===== config.mk =====
export PLATFORM = sky130hd
export DESIGN_NAME = serial_subtractor
export DESIGN_NICKNAME = d
export VERILOG_FILES = /design/src/rtl/serial_subtractor.sv
export SDC_FILE = /design/constraint.sdc
export NUM_CORES = 1
export LEC_CHECK = 0
export CAP_MARGIN = 20
export CELL_PAD_IN_SITES_DETAIL_PLACEMENT = 2
export CELL_PAD_IN_SITES_GLOBAL_PLACEMENT = 2
export CORE_UTILIZATION = 30
export DETAILED_ROUTE_END_ITERATION = 7
export PLACE_DENSITY_LB_ADDON = 0.1
export SETUP_SLACK_MARGIN = 0.1
export SYNTH_ARGS = -nofsm -noshare
export SYNTH_HDL_FRONTEND = slang
export SYNTH_SLANG_ARGS = --single-unit

===== constraint.sdc =====
create_clock -name clk -period 2 [get_ports clk]
set_input_delay 0.4 -clock clk [delete_from_list [all_inputs] [get_ports clk]]
set_output_delay 0.4 -clock clk [all_outputs]
set_load 0.01 [all_outputs]

===== src/rtl/serial_subtractor.sv =====
// Bit-serial two's-complement subtractor: diff = a + ~b + 1, one bit per clock, LSB first.
// A single full-adder cell plus shift registers; start/done handshake with borrow/overflow/zero flags.
module serial_subtractor #(
   parameter int WIDTH = 8
) (
   input  logic             clk,
   input  logic             rst_n,
   input  logic             start,
   input  logic [WIDTH-1:0] a,
   input  logic [WIDTH-1:0] b,
   output logic             busy,
   output logic             done,
   output logic [WIDTH-1:0] diff,
   output logic             borrow_out,
   output logic             overflow,
   output logic             zero
);

   localparam int CW = $clog2(WIDTH);
   localparam logic [CW-1:0] LAST = CW'(WIDTH - 1);

   typedef enum logic {IDLE, RUN} state_t;

   state_t           state, state_nxt;
   logic [WIDTH-1:0] a_sh, b_sh;
   logic [WIDTH-2:0] res_sh;
   logic [CW-1:0]    count;
   logic             carry;

   logic             accept, last;
   logic             sum_bit, carry_nxt;
   logic [WIDTH-1:0] res_nxt;

   function automatic logic majority(input logic x, input logic y, input logic z);
      return (x & y) | (x & z) | (y & z);
   endfunction

   assign sum_bit   = a_sh[0] ^ b_sh[0] ^ carry;
   assign carry_nxt = majority(a_sh[0], b_sh[0], carry);
   assign res_nxt   = {sum_bit, res_sh};
   assign busy      = (state == RUN);

   always_comb begin
      state_nxt = state;
      accept    = 1'b0;
      last      = 1'b0;
      case (state)
         IDLE: begin
            if (start) begin
               accept    = 1'b1;
               state_nxt = RUN;
            end
         end
         RUN: begin
            if (count == LAST) begin
               last      = 1'b1;
               state_nxt = IDLE;
            end
         end
         default: state_nxt = IDLE;
      endcase
   end

   always_ff @(posedge clk) begin
      if (!rst_n) begin
         state      <= IDLE;
         a_sh       <= '0;
         b_sh       <= '0;
         res_sh     <= '0;
         count      <= '0;
         carry      <= 1'b0;
         done       <= 1'b0;
         diff       <= '0;
         borrow_out <= 1'b0;
         overflow   <= 1'b0;
         zero       <= 1'b0;
      end else begin
         state <= state_nxt;
         done  <= last;
         if (accept) begin
            a_sh   <= a;
            b_sh   <= ~b;
            carry  <= 1'b1;
            res_sh <= '0;
            count  <= '0;
         end else if (state == RUN) begin
            a_sh   <= a_sh >> 1;
            b_sh   <= b_sh >> 1;
            carry  <= carry_nxt;
            res_sh <= res_nxt[WIDTH-1:1];
            count  <= count + CW'(1);
            // On the last bit a_sh[0] is a's MSB and b_sh[0] is the inverted MSB of b,
            // so equal values here mean the operand signs differ.
            if (last) begin
               diff       <= res_nxt;
               borrow_out <= ~carry_nxt;
               overflow   <= (a_sh[0] == b_sh[0]) && (sum_bit != a_sh[0]);
               zero       <= (res_nxt == '0);
            end
         end
      end
   end

endmodule

### Word-level counts from Yosys, hierarchy flattened

Cells that the tools add are included.

| word-level totals | value |
|---|---|
| bits in registers | 40 |
| logic and storage cells | 44 |
| bits of input ports | 19 |
| output and inout port bits | 13 |

| operators by class | value |
|---|---|
| reductions and logical operators | 5 |
| equal/unequal tests | 3 |
| bitwise logic cells | 12 |
| multiplexer cells | 12 |
| add/subtract/negate cells | 1 |

Operators with widths:

| operator | number |
|---|---|
| $mux W8 | 4 |
| $logic_not A8 Y1 | 1 |
| $not A8 Y8 | 1 |
| $mux W1 | 7 |
| $not A1 Y1 | 4 |
| $add A3 B1 Y3 const B | 1 |
| $and A1 B1 Y1 | 3 |
| $eq A3 B3 Y1 const B | 1 |
| $reduce_and A3 Y1 | 1 |
| $or A1 B1 Y1 | 2 |
| $pmux W1 S2 | 1 |
| $reduce_bool A2 Y1 | 1 |
| $reduce_or A2 Y1 | 1 |
| $xor A1 B1 Y1 | 2 |
| $eq A1 B1 Y1 | 1 |
| $logic_and A1 B1 Y1 | 1 |
| $ne A1 B1 Y1 | 1 |

### Longest topological paths before layout

Gate-level depths: netlist (run 1).

| depth | value |
|---|---|
| depth in word-level cells | 5 |
| mapped depth | 6 |
| depth with buffers taken out | 5 |

### Least setup slack after synthesis (run 1)

Ideal clock, no wire load.

| path | value |
|---|---|
| path kind | reg2reg |
| start | reg a_sh[0] |
| end | reg overflow |
| stages on the path, launching flop included | 6 |
| clock period less this slack | 1.587 ns |
| arrival time | 1.517 ns |
| data required time | 1.930 ns |
| setup slack | 0.413 ns |
| setup time | 0.070 ns |
| path buffers | 0 |
| path through | dfxtp_1 -> inv_1 -> fa_1 -> xor2_1 -> or3_1 -> a21boi_1 |

| between the ends | value |
|---|---|
| word-level cells in the longest chain between the ends | 4 |
| elaborated cells between the ends (all ways) | 5 |
| those cells by class | 2 x eq/ne; 2 x bitwise; 1 x reduce/logical |

Ends and longest elaborated chain:

| item | RTL line | text |
|---|---|---|
| from (decl) | 25 | `logic [WIDTH-1:0] a_sh, b_sh;` |
| from (signal assigned) | 87 | `a_sh <= a_sh >> 1;` |
| $xor A1 B1 Y1 (2 in a row) | 38 | `assign sum_bit = a_sh[0] ^ b_sh[0] ^ carry;` |
| $ne A1 B1 Y1 | 97 | `overflow <= (a_sh[0] == b_sh[0]) && (sum_bit != a_sh[0]);` |
| $logic_and A1 B1 Y1 * | 97 |  |
| to (signal assigned) | 97 |  |
| to (decl) | 15 | `output logic overflow,` |

Mark *: on every way between the ends. The rest lies on a longest branch, timed or not.
A chain may end at the register's enable or synchronous reset.

### Worst setup path in the final report (run 1)

Ends and elaborated chain as after synthesis.

==> reports/metrics.yaml, run 1 <==
floorplan:
  core_um2: 5540
  rows: 27
  die_y_um: 77.9
  initial_utilization_pct: 31.2
  die-area_um2: 6070
  io_pins: 32
  die_width_um: 77.9
timing:
  report.final.slew_viol_count: 0
  hold_viol: 0
  slew_headroom_pct: 76.3
  worst_pin_slew_ps: 355
  timing.fmax_mhz: 570
  finalCriticalPeriod_ps: 1760
  fin_skew_ps: 4.70
  fin_crit_sh_pct: 87.8
  setup_viol: 0
  tns_ps: 0
  rsz0062_at_grt: "no"
routing:
  drc: 0
  totalWireLength_mm: 4.25
  drt_iter0_drc: 61
  wl_per_cell_um: 14.6
  drt_first_pass_iters: 4
  vias_per_cell: 4.74
  ant_nets: 0
  via_count: 1378
run:
  drv_cap: 0
cts:
  cts.repair.resized: 0
  clk_pin_slew_ps: 80
  cts_max_level: 2
  insertion_delay_ps: 290
  tritoncts: "built"
  cts_sinks: 40
  post_cts_buffers: 0
  cts_inserted_buffers: 5
  cts_hold_buf: 0
  clockBufferDepth: 2
  clock-root-buffer: "clkbuf_8"
worst_setup_path:
  rrSetupSlack_ps: 240
  worstSetupPathType: "reg -> reg"
  critPathMaxFanout: 4
  r2r-end: "overflow$_SDFFE_PN0P_"
  worstSetupStartpointType: "flip-flop"
  slowest_delay_ps: 560
  critPathBufInv: 1
  reg2reg_from: "a_sh[0]$_SDFFE_PN0P_"
  path_cells: "inv_1 -> fa_1 -> xor2_1 -> or3_1 -> a21boi_1"
  crit_family: "adder cells"
  slowest_stage: "fa_1"
  arrival_ps: 1980
  reg2regPathDepth: 5
  critPathCaptureType: "flip-flop"
  crit_required_ps: 2220
global_route:
  grt_max_degree: 27
  grt_pass1_vias: 1524
  grt_pass1_wl_mm: 7.29
  grt_use_met3_pct: 3.88
  use_met2_pct: 29.3
  antenna_found_initial: 0
  use_met1_pct: 16.6
  gr-total-overflow: 0
  grt_usage_pct: 15.5
  busiest_layer: "met2"
power:
  ir_drop_mv: 0.258
  power.density_nw_per_um2: 736
  p_leak_nw: 0.857
synth:
  yosys_warnings: 0
  yosysSeqAreaShare_pct: 46.3
  synth_cell_types: 31
  syn_inst: 185
  ys_seq_elements: 40
  async_flop_share_pct: 0
  synthTopCellsByArea: "dfxtp_1 (46%), mux2i_1 (9.3%), nand2_1 (7.6%)"
  synth_edf_count: 0
  synth_area_um2: 1730
  yosys.area.top_type: "dfxtp_1"
  synth.avg_cell_area_um2: 9.35
  synth_top_area_share_pct: 46.3
  yosysMostFrequentCell: "dfxtp_1"
  synth_ff_type: "dfxtp_1"
  synthTopCellsByCount: "dfxtp_1 (40), nand2_1 (35), nor2_1 (17)"
  synth_nets: 208
hold_path:
  hold_class: "reg -> reg"
  whs_path_depth: 2
  min-delay-start: "b_sh[2]$_SDFFE_PN0P_"
  hold_end: "b_sh[1]$_SDFFE_PN0P_"
cells_and_area:
  post-route-util_pct: 39.7
  fillers: 622
  nNetsFinal: 241
  drive_gt1_share_pct: 8.68
  num_antenna_cells: 0
  stdcell_count: 291
  area_delta_synth_final_pct: 27.1
outcome:
  status: "completed"
placement:
  dp_hpwl_mm: 3.05
  gp_congestion: 0.681
  dp.cells: 283
  io_buffers: 31
layer usage:
metal / share of wire [%] / up-vias / wire, um
met5: 0 / - / 0
met4: 1.2 / 0 / 52
met3: 3.8 / 5 / 163
met2: 53 / 24 / 2260
met1: 42 / 668 / 1770
li1: - / 681 / -
flip-flops by register name (all words and copies together) (netlist names), 3 cells and up:
signal and flops:
a_sh 8, b_sh 8, res_sh 7, count 3, diff 8
power by group:
part	internal, mW	switching, mW	total [mW]
registers	0.827	0.0213	0.848
clock network	0.282	0.277	0.559
logic	0.112	0.0976	0.210
layout by cell type (no fill, tap or decap), types with 2 or more instances in the layout:
cell / instances
clkdlybuf4s50_1: 31
a21boi_2: 2
inv_1: 3
a21boi_0: 9
nand2b_1: 3
mux2i_1: 16
a21boi_1: 6
a211oi_1: 2
o21ai_0: 7
and2_1: 8
ha_1: 3
dfxtp_1: 40
a211o_1: 7
clkbuf_8: 6
nor2_2: 2
nand3_1: 2
buf_4: 7
nand2_1: 35
clkbuf_1: 2
nor2_1: 17
worst register-to-register path: cells and delay by family (launching register included):
kind	cells	cell delay [ps]
fa+ha+maj	1	560
flops	1	410
simple gates	1	300
xor+xnor	1	170
compound gates	1	150
buf+inv	1	100
through the flow:
| step | power [mW] | area (um2) | setup WS [ps] | hold slack (ps) |
|---|---|---|---|---|
| final | 1.62 | 2200 | 245 | 471 |
| after global routing | 1.70 | 2200 | 148 | 502 |
| after CTS | 1.65 | 2200 | 237 | 480 |
| after detailed placement | 1.08 | 2110 | 252 | 467 |
| after global placement | 1.07 | 2110 | 343 | 452 |
| after floorplan | 1.00 | 1730 | 413 | 440 |
how the worst max path moves through the flow:
stage | start | to | cells after the start
final | a_sh[0]$_SDFFE_PN0P_ | overflow$_SDFFE_PN0P_ | 5
after global routing | a_sh[0]$_SDFFE_PN0P_ | overflow$_SDFFE_PN0P_ | 5
after detailed placement | a_sh[0]$_SDFFE_PN0P_ | overflow$_SDFFE_PN0P_ | 5
after CTS | a_sh[0]$_SDFFE_PN0P_ | overflow$_SDFFE_PN0P_ | 5
after global placement | start | a_sh[0]$_SDFFE_PN0P_ | 5
after floorplan | a_sh[0]$_SDFFE_PN0P_ | overflow$_SDFFE_PN0P_ | 5
cell type report:
class	instances	area, um2	share of cell area (%)
multi-input cells	129	822	37.4
inverters	3	11.3	0.513
clock buffers	8	90.1	4.10
repair buffers	39	383	17.4
well taps	72	90.1	4.10
flip-flops and latches	40	801	36.4
logic make-up after synthesis:
group	Yosys count	synth area share [%]
buf+inv	16	6.15
fa+ha+maj	4	3.33
xor+xnor	2	1.01
flops	40	46.3
mux	16	9.26
simple gates	72	18.5
compound gates	35	15.4
No activity file was read; power rests on OpenSTA's default activity.
==> inputs of run 2 (changes only) <==
Settings changed: SLEW_MARGIN set to 15, TNS_END_PERCENT set to 10.
==> results of run 2 <==
Final layout, timing and power as in run 1 (identical DEF).
